--- src/rtl/lif_wta_if.sv ---
// Bundles the neuron-array control inputs and spike/winner outputs.
// The master side drives currents and configuration; the slave side is the array.
interface lif_wta_if #(
    parameter int N     = 4,
    parameter int W     = 8,
    parameter int CUR_W = 4
);
    logic                   en;
    logic [N*CUR_W-1:0]     current;
    logic [W-1:0]           threshold;
    logic [1:0]             leak_shift;
    logic                   wta_mode;
    logic [N-1:0]           spike;
    logic [$clog2(N)-1:0]   winner_idx;
    logic                   winner_valid;
    logic [N-1:0]           state_msb;

    modport master (
        output en, current, threshold, leak_shift, wta_mode,
        input  spike, winner_idx, winner_valid, state_msb
    );

    modport slave (
        input  en, current, threshold, leak_shift, wta_mode,
        output spike, winner_idx, winner_valid, state_msb
    );
endinterface

--- src/rtl/lif_wta_array.sv ---
// Winner-take-all array of leaky integrate-and-fire neurons with shift leak,
// saturating integration, per-neuron refractory counters and a lowest-index-tie arbiter.
module lif_neuron #(
    parameter int W      = 8,
    parameter int CUR_W  = 4,
    parameter int REFRAC = 3,
    parameter int RW     = 2
) (
    input  logic             clk,
    input  logic             rst,
    input  logic             en,
    input  logic [CUR_W-1:0] cur,
    input  logic [W-1:0]     threshold,
    input  logic [1:0]       leak_shift,
    input  logic             fire,
    input  logic             inhibit,
    output logic [W-1:0]     s,
    output logic             elig
);
    logic [RW-1:0] r;
    logic [W-1:0]  leak;
    logic [W:0]    sum;
    logic [W-1:0]  s_int;

    assign elig  = (r == '0) && (threshold != '0) && (s >= threshold);
    assign leak  = (leak_shift == 2'd0) ? '0 : (s >> leak_shift);
    // leak <= s, so the subtraction stays non-negative in W+1 bits
    assign sum   = {1'b0, s} - {1'b0, leak} + {{(W+1-CUR_W){1'b0}}, cur};
    assign s_int = sum[W] ? '1 : sum[W-1:0];

    always_ff @(posedge clk) begin
        if (rst) begin
            s <= '0;
            r <= '0;
        end else if (en) begin
            if (r != '0) begin
                s <= '0;
                r <= r - 1'b1;
            end else if (fire) begin
                s <= '0;
                r <= RW'(REFRAC);
            end else if (inhibit) begin
                s <= '0;
            end else begin
                s <= s_int;
            end
        end
    end
endmodule

module lif_wta_array #(
    parameter int N      = 4,
    parameter int W      = 8,
    parameter int CUR_W  = 4,
    parameter int REFRAC = 3
) (
    input  logic      clk,
    input  logic      rst,
    lif_wta_if.slave  bus
);
    localparam int IW = $clog2(N);
    localparam int RW = (REFRAC > 0) ? $clog2(REFRAC + 1) : 1;

    logic [N-1:0][W-1:0] s;
    logic [N-1:0]        elig;
    logic [N-1:0]        fire;
    logic [N-1:0]        inhibit;
    logic                found;
    logic [IW-1:0]       best_idx;
    logic [W-1:0]        best_val;
    logic [IW-1:0]       low_idx;

    logic [N-1:0]        spike_q;
    logic [IW-1:0]       widx_q;
    logic                wvalid_q;

    genvar g;
    generate
        for (g = 0; g < N; g++) begin : g_neuron
            lif_neuron #(.W(W), .CUR_W(CUR_W), .REFRAC(REFRAC), .RW(RW)) u_neuron (
                .clk        (clk),
                .rst        (rst),
                .en         (bus.en),
                .cur        (bus.current[g*CUR_W +: CUR_W]),
                .threshold  (bus.threshold),
                .leak_shift (bus.leak_shift),
                .fire       (fire[g]),
                .inhibit    (inhibit[g]),
                .s          (s[g]),
                .elig       (elig[g])
            );
            assign bus.state_msb[g] = s[g][W-1];
        end
    endgenerate

    // Strict '>' keeps the earlier (lower) index on equal membrane values.
    always_comb begin
        found    = 1'b0;
        best_idx = '0;
        best_val = '0;
        for (int i = 0; i < N; i++) begin
            if (elig[i] && (!found || s[i] > best_val)) begin
                found    = 1'b1;
                best_idx = IW'(i);
                best_val = s[i];
            end
        end
    end

    always_comb begin
        fire = '0;
        if (bus.wta_mode) begin
            if (found) fire[best_idx] = 1'b1;
        end else begin
            fire = elig;
        end
        inhibit = (bus.wta_mode && found) ? ~fire : '0;
    end

    always_comb begin
        low_idx = '0;
        for (int i = N - 1; i >= 0; i--) begin
            if (fire[i]) low_idx = IW'(i);
        end
    end

    always_ff @(posedge clk) begin
        if (rst) begin
            spike_q  <= '0;
            widx_q   <= '0;
            wvalid_q <= 1'b0;
        end else if (bus.en) begin
            spike_q  <= fire;
            wvalid_q <= |fire;
            if (|fire) widx_q <= low_idx;
        end else begin
            spike_q  <= '0;
            wvalid_q <= 1'b0;
        end
    end

    assign bus.spike        = spike_q;
    assign bus.winner_idx   = widx_q;
    assign bus.winner_valid = wvalid_q;
endmodule
--- src/flat_wrapper.sv ---
// flat-port wrapper written by rule: the top's interface ports become plain ports
module lif_wta_array_flat 
#(
    parameter int N      = 4,
    parameter int W      = 8,
    parameter int CUR_W  = 4,
    parameter int REFRAC = 3
)
  (clk, rst, bus_en, bus_current, bus_threshold, bus_leak_shift, bus_wta_mode, bus_spike, bus_winner_idx, bus_winner_valid, bus_state_msb);
  lif_wta_if #(.N(N), .W(W), .CUR_W(CUR_W)) bus_i ();
  input  logic clk;
  input  logic rst;
  input wire logic [$bits(bus_i.en)-1:0] bus_en;
  input wire logic [$bits(bus_i.current)-1:0] bus_current;
  input wire logic [$bits(bus_i.threshold)-1:0] bus_threshold;
  input wire logic [$bits(bus_i.leak_shift)-1:0] bus_leak_shift;
  input wire logic [$bits(bus_i.wta_mode)-1:0] bus_wta_mode;
  output wire logic [$bits(bus_i.spike)-1:0] bus_spike;
  output wire logic [$bits(bus_i.winner_idx)-1:0] bus_winner_idx;
  output wire logic [$bits(bus_i.winner_valid)-1:0] bus_winner_valid;
  output wire logic [$bits(bus_i.state_msb)-1:0] bus_state_msb;
  assign bus_i.en = bus_en;
  assign bus_i.current = bus_current;
  assign bus_i.threshold = bus_threshold;
  assign bus_i.leak_shift = bus_leak_shift;
  assign bus_i.wta_mode = bus_wta_mode;
  assign bus_spike = bus_i.spike;
  assign bus_winner_idx = bus_i.winner_idx;
  assign bus_winner_valid = bus_i.winner_valid;
  assign bus_state_msb = bus_i.state_msb;
  lif_wta_array #(.N(N), .W(W), .CUR_W(CUR_W), .REFRAC(REFRAC)) u_core (.clk(clk), .rst(rst), .bus(bus_i));
endmodule
--- config.mk ---
export PLATFORM = sky130hd
export DESIGN_NAME = lif_wta_array_flat
export DESIGN_NICKNAME = d
export VERILOG_FILES = /design/src/rtl/lif_wta_if.sv /design/src/rtl/lif_wta_array.sv /design/src/flat_wrapper.sv
export SDC_FILE = /design/constraint.sdc
export NUM_CORES = 1
export LEC_CHECK = 0
export CORE_AREA = 2 2 113 104
export DETAILED_ROUTE_END_ITERATION = 12
export DIE_AREA = 0 0 115 106
export HOLD_SLACK_MARGIN = 0.15
export PLACE_DENSITY_LB_ADDON = 0.25
export SETUP_SLACK_MARGIN = 0.2
export SLEW_MARGIN = 20
export SYNTH_ARGS = -nofsm -noshare
export SYNTH_HDL_FRONTEND = slang
export SYNTH_SLANG_ARGS = --single-unit
--- constraint.sdc ---
create_clock -name clk -period 9.21 [get_ports clk]
set_input_delay 0.921 -clock clk [delete_from_list [all_inputs] [get_ports clk]]
set_output_delay 0.921 -clock clk [all_outputs]
set_load 0.01 [all_outputs]
Word level (Yosys, flattened, before mapping)
Cells that the tools add are included.
W data, S select, Z words.

storage, ports and cells
  word-level logic and storage cells = 125
  bits in registers = 47

operators by class
  shift operators = 4
  mux-type cells = 47
  order comparisons = 9
  bitwise logic cells = 2
  reduce and logical (&&, ||, !) cells = 40
  $add $sub $neg = 12

operators by type and width
  operator               count
  $mux W8                23
  $add A9 B4 Y9          4
  $sub A8 B8 Y9          4
  $ge A8 B8 Y1           4
  $shr A8 B2 Y8          4
  $mux W2                14
  $gt A8 B8 Y1           3
  $reduce_bool A2 Y1     8
  $logic_and A1 B1 Y1    13
  $mux W4                3
  $logic_not A2 Y1       5
  $reduce_and A2 Y1      5
  $reduce_bool A8 Y1     1
  $sub A2 B1 Y2 const B  4
  $mux W1                6
  $not A4 Y4             1
  $reduce_or A4 Y1       1
  $logic_not A1 Y1       3
  $logic_or A1 B1 Y1     3
  $lt A2 B3 Y1 const B   1
  $demux W1 S2           1
  $ge A2 B1 Y1 const B   1
  $reduce_or A2 Y1       1
  $not A1 Y1             1

Logic depth before layout (Yosys ltp)
  depth after elaboration = 27
  mapped depth = 30
  depth with buffers taken out = 29

Modules after synthesis
A second synthesis with hierarchy kept.

unflattened totals
  cell total of the unflattened synthesis = 805
  area total of the unflattened synthesis = 6369.9 um^2

by module, submodules not included
  module                                        seq. area each (um^2)  cells each  area an instance (um^2)  instances
  lif_neuron (u_core.g_neuron[0].u_neuron ...)  200.2                  163         1285.0                   2
  lif_neuron (u_core.g_neuron[1].u_neuron ...)  200.2                  162         1265.0                   2
  lif_wta_array                                 140.1                  155         1270.0                   1

Worst setup path after synthesis
Ideal clock, no wire load.

  kind = input-to-reg
  start = in bus_threshold[5]
  end = reg u_core.g_neuron[2].u_neuron.r[1]
  setup time = 0.086 ns
  stages on the path = 30
  slack = 2.336 ns
  path buffers = 1
  arrival time = 6.787 ns
  cell sequence = inv_1 > ha_1 > nand4_1 > nor2_1 > a211oi_1 > nor2_2 > nand2_1 > ha_1 > nor2b_1 > o211ai_1 > a21oi_1 > o21ai_0 > a21oi_2 > buf_2 > mux2_2 > ha_1 > nor2b_1 > o211ai_1 > a21oi_1 > o22ai_1 > a21oi_2 > mux2_2 > ha_1 > and4b_1 > a211oi_1 > o22ai_1 > and4_2 > a2111o_1 > and2_4 > a221oi_2

between the ends
  cells in the longest elaborated chain, start to end = 24
  elaborated cells on any way between the ends = 44
  classes of those cells = 9 x order compare; 14 x mux; 21 x reduce/logical

RTL lines
  item                                                   line                  text
  start: declaration                                     flat_wrapper.sv:15    input wire logic [$bits(bus_i.threshold)-1:0] bus_threshold;
  branches (longest 21 deep; another with $ge A8 B8 Y1)  -
  $mux W4 *                                              lif_wta_array.sv:112  if (bus.wta_mode) begin
  $reduce_bool A2 Y1 (no source line) *                  -
  $reduce_and A2 Y1 (no source line) *                   -
  end signal: assignment                                 lif_wta_array.sv:38   r <= r - 1'b1;
  end signal: assignment                                 lif_wta_array.sv:41   r <= RW'(REFRAC);
  end: declaration                                       lif_wta_array.sv:20   logic [RW-1:0] r;

Every way passes the cells marked *.
A chain may end at the register's enable or synchronous reset.

Final worst setup path
  start = in bus_threshold[6]
  end = reg u_core.g_neuron[2].u_neuron.r[1]

Same word-level chain as after synthesis.

==> qor.csv <==
stage,metric,value,unit
worst_setup_path,reg-to-reg critical path endpoint,u_core.g_neuron[2].u_neuron.r[1]$_SDFFE_PP0P_,
global_routing,antenna violations before repair,0,
sta,clk_skew,0.00831,ns
clocking,"Hold-fix buffers, CTS",0,
placement,gpl congestion,0.928,
logic_synthesis,mapped cell area,5940,um^2
die,height of the die,106,um
logic_synthesis,Synth area leaders,"sky130_fd_sc_hd__ha_1 23%, sky130_fd_sc_hd__dfxtp_1 16%, sky130_fd_sc_hd__inv_1 6.2%",
cells_and_area,fraction of final layout cells with drive strength greater than 1,5.58,%
worst_setup_path,critical path data required time,9.41,ns
clocking,CTS sink cnt,47,
die,area inside the core boundary,11100,um^2
clocking,"buffers from clock root to sink, at most",2,
sta,final clock period utilization by the worst path,88.6,%
die,width of the chip,115,um
logic_synthesis,fraction of the mapped netlist area in adder cells,28.1,%
logic_synthesis,multiplexer fraction of the synthesized cell area,3.98,%
power,worst IR drop on VDD,164,uV
worst_setup_path,worst-case register-to-register setup slack,1.81,ns
cells_and_area,growth of design area from synthesis to finish,10.6,%
hold_path,depth of the worst hold-timing path,2,
placement,IO Port Bufs,40,
route,WL/cell,16.5,um
route,DRC violation count after routing,0,
logic_synthesis,number of warnings reported in the yosys synthesis log,0,
placement,placed wire-length estimate after detailed placement,12300,um
worst_setup_path,"Max FO, Critical Path",14,
worst_setup_path,CP Launch Type,input pin,
logic_synthesis,share of async-settable or async-resettable flops after synthesis,0,%
clocking,clock latency on the worst-skew pair,0.29,ns
global_routing,global-route wire length before repair,25700,um
logic_synthesis,post-synthesis simple-gate area fraction,15.5,%
run,count of maximum capacitance violations,0,
cells_and_area,count of non-filler cells in the finished layout,924,
logic_synthesis,Seq cells post-synth,47,
outcome,status,"complete, no violations",
route,Detailed Routing Iterations Pass 1,7,
worst_setup_path,worst stage delay on the critical path,0.59,ns
hold_path,destination of the worst hold path,u_core.g_neuron[3].u_neuron.s[0]$_SDFFE_PP0P_,
worst_setup_path,category of the worst setup path capture point,flip-flop,
sta,Final min period,8.16,ns
route,number of DRC markers after the initial detailed-route iteration,438,
sta,worst slew margin relative to its limit,35.4,%
die,floorplan row count,37,
route,routed vias/inst,5.97,
worst_setup_path,RR Startpoint,u_core.g_neuron[0].u_neuron.s[7]$_SDFFE_PP0P_,
logic_synthesis,mean cell area of the mapped netlist,7.84,um^2
sta,slew at the pin with the worst max-slew slack,0.967,ns
global_routing,vias in the first global route,5302,
hold_path,path type of the worst min-delay path,reg2reg,
cells_and_area,Antenna Diode Count,0,
cells_and_area,total number of nets in the final design,941,
die,Die ar.,12200,um^2
hold_path,launch point of the worst hold path,u_core.g_neuron[3].u_neuron.s[0]$_SDFFE_PP0P_,
cells_and_area,"Core Util, Final",59.2,%
clocking,Root Driver,sky130_fd_sc_hd__clkbuf_16,
logic_synthesis,"EDFF count, synth",0,
logic_synthesis,fraction of synthesized cell area taken by the top area cell type,22.7,%
logic_synthesis,XOR/XNOR share of the synthesized area,3.39,%
power,power after layout,2.30,mW
clocking,clock slew seen by the registers of the worst setup and hold paths,0.07,ns
logic_synthesis,sequential share of the synthesized area,15.8,%
logic_synthesis,compound-cell area share of the yosys netlist,24.9,%
logic_synthesis,combinational family with the most area after synthesis,adder cells,
power,static power due to leakage,2.86,nW
die,io pins,41,
sta,Setup TNS,0,ns
worst_setup_path,path depth of the worst reg2reg path,28,
global_routing,maximum number of pins on one net before global-route repair,39,
logic_synthesis,Yosys top cell by area,sky130_fd_sc_hd__ha_1,
worst_setup_path,Critical Path Most Common Cell,sky130_fd_sc_hd__ha_1,
worst_setup_path,class of the most critical setup path,in2reg,
global_routing,gr ovfl total,0,
worst_setup_path,data arrival time of the critical path,8.36,ns
power,pwr dens,349,nW/um^2
clocking,clock buffer count from CTS,5,
clocking,TritonCTS clock tree,done,
sta,Max Clock Freq,122,MHz
sta,RSZ-0062 raised after global routing,false,
clocking,CTS HTree Levels,2,
logic_synthesis,Post-synth top flop,sky130_fd_sc_hd__dfxtp_1,
logic_synthesis,number of distinct library cells after synthesis,70,
sta,Fin. Hold Viols,0,
cells_and_area,number of inserted filler cells in the final layout,1017,
logic_synthesis,post-synthesis cell count,758,
sta,final setup violating endpoints,0,
clocking,number of instances resized during post-cts repair,0,
placement,Cells after DPL,916,
sta,Final Max Tran Viols,0,
route,routed wire length,15300,um
die,Starting Density,53.5,%
clocking,post-CTS repair timing setup buffer count,0,
global_routing,global router's overall resource usage,25.9,%
worst_setup_path,cell with the largest stage delay on the worst path,sky130_fd_sc_hd__a21oi_2,
worst_setup_path,timing startpoint of the critical path,bus_threshold[6],
route,via count of the routed design,5518,
route,Post-DRT Antenna Nets,0,
==> Yosys cell counts, types with 11 or more instances <==
cell type,number
sky130_fd_sc_hd__ha_1,108
sky130_fd_sc_hd__a21oi_1,36
sky130_fd_sc_hd__a211oi_1,13
sky130_fd_sc_hd__mux2_2,21
sky130_fd_sc_hd__o21ai_0,71
sky130_fd_sc_hd__dfxtp_1,47
sky130_fd_sc_hd__nand4_1,11
sky130_fd_sc_hd__o31ai_1,11
sky130_fd_sc_hd__clkbuf_1,15
sky130_fd_sc_hd__nor2_1,34
sky130_fd_sc_hd__o21a_1,11
sky130_fd_sc_hd__nand2_1,83
sky130_fd_sc_hd__fa_1,16
sky130_fd_sc_hd__xnor2_1,16
sky130_fd_sc_hd__nor3_1,27
sky130_fd_sc_hd__a22o_1,17
sky130_fd_sc_hd__nor2b_1,11
sky130_fd_sc_hd__inv_1,98
==> cell families (layout without fill, tap and decap cells) <==
group | count (synthesis) | in the layout
xor gates and xnor gates | 23 | 23
and+or+nand+nor | 196 | 196
muxes | 21 | 21
AOI/OAI and AO/OA | 223 | 223
buffers and inverters | 123 | 150
other | 1 | 4
DFF | 47 | 47
adders and majority gates | 124 | 124
==> how the worst max path moves through the flow <==
stage | end | slack (ns)
after floorplan | u_core.g_neuron[2].u_neuron.r[1]$_SDFFE_PP0P_ | 2.34
after detailed placement | u_core.g_neuron[2].u_neuron.r[1]$_SDFFE_PP0P_ | 0.86
after CTS | u_core.g_neuron[2].u_neuron.r[1]$_SDFFE_PP0P_ | 1.13
after global placement | u_core.g_neuron[2].u_neuron.r[1]$_SDFFE_PP0P_ | 1.15
final | u_core.g_neuron[2].u_neuron.r[1]$_SDFFE_PP0P_ | 1.05
after global routing | u_core.bus.winner_idx[0]$_SDFFE_PP0P_ | 0.37
==> through the flow <==
step                hold slack, ns  area [um^2]  setup slack (ns)
floorplan                    0.425         5960              2.34
detailed placement           0.454         6430             0.858
CTS                          0.464         6570              1.13
global placement             0.435         6430              1.15
finish                       0.461         6570              1.05
global route                 0.501         6570             0.374
==> report_power, final <==
part,leakage (nW),switching (mW),internal (mW)
Combinational,2.40,0.957,0.758
Sequential,0.387,0.118,0.280
Clock,0.0669,0.0814,0.100
==> layout make-up <==
cell class | count | area (um^2) | area share, %
Tap cell | 136 | 170 | 2.59
Sequential cell | 47 | 941 | 14.3
Clock inverter | 2 | 12.5 | 0.190
Inverter | 99 | 372 | 5.65
Clock buffer | 6 | 129 | 1.96
Multi-Input combinational cell | 591 | 4530 | 68.9
Timing Repair Buffer | 43 | 423 | 6.43
==> sequential cells by signal, indices dropped and copies added, names as in the netlist <==
name and flops:
u_core.bus.spike 4, u_core.bus.winner_idx 2, u_core.bus.winner_valid 1, u_core.g_neuron.u_neuron.r 8, u_core.g_neuron.u_neuron.s 32
==> worst max-delay path, delay by kind of cell <==
family / cells / cell delay, ns
AO/OA/AOI/OAI: 13 / 3.12
adder cells (fa/ha/maj): 4 / 1.22
AND/OR/NAND/NOR: 9 / 1.72
multiplexers: 2 / 0.78
buffers and inverters: 2 / 0.59
==> cell usage in the layout (no fill, tap or decap), drive strengths merged, types with 7 or more instances in the layout <==
cell,n
a211oi,13
a21o,8
a21oi,38
a22o,17
a22oi,8
clkdlybuf4s50,40
dfxtp,47
fa,16
ha,108
inv,98
mux2,21
nand2,83
nand4,11
nor2,35
nor2b,11
nor3,27
o21a,11
o21ai,72
o31ai,11
xnor2,16
xor2,7
==> metal layers <==
metal  vias to the layer above  track usage [%]  part of all wire (%)
li1                       2773                -                     -
met1                      2536             35.5                    46
met2                       172             41.7                    46
met3                        37             3.82                   5.6
met4                         0             8.52                   2.5
met5                         -                0                     0
Power figures use the tool's default switching activity.
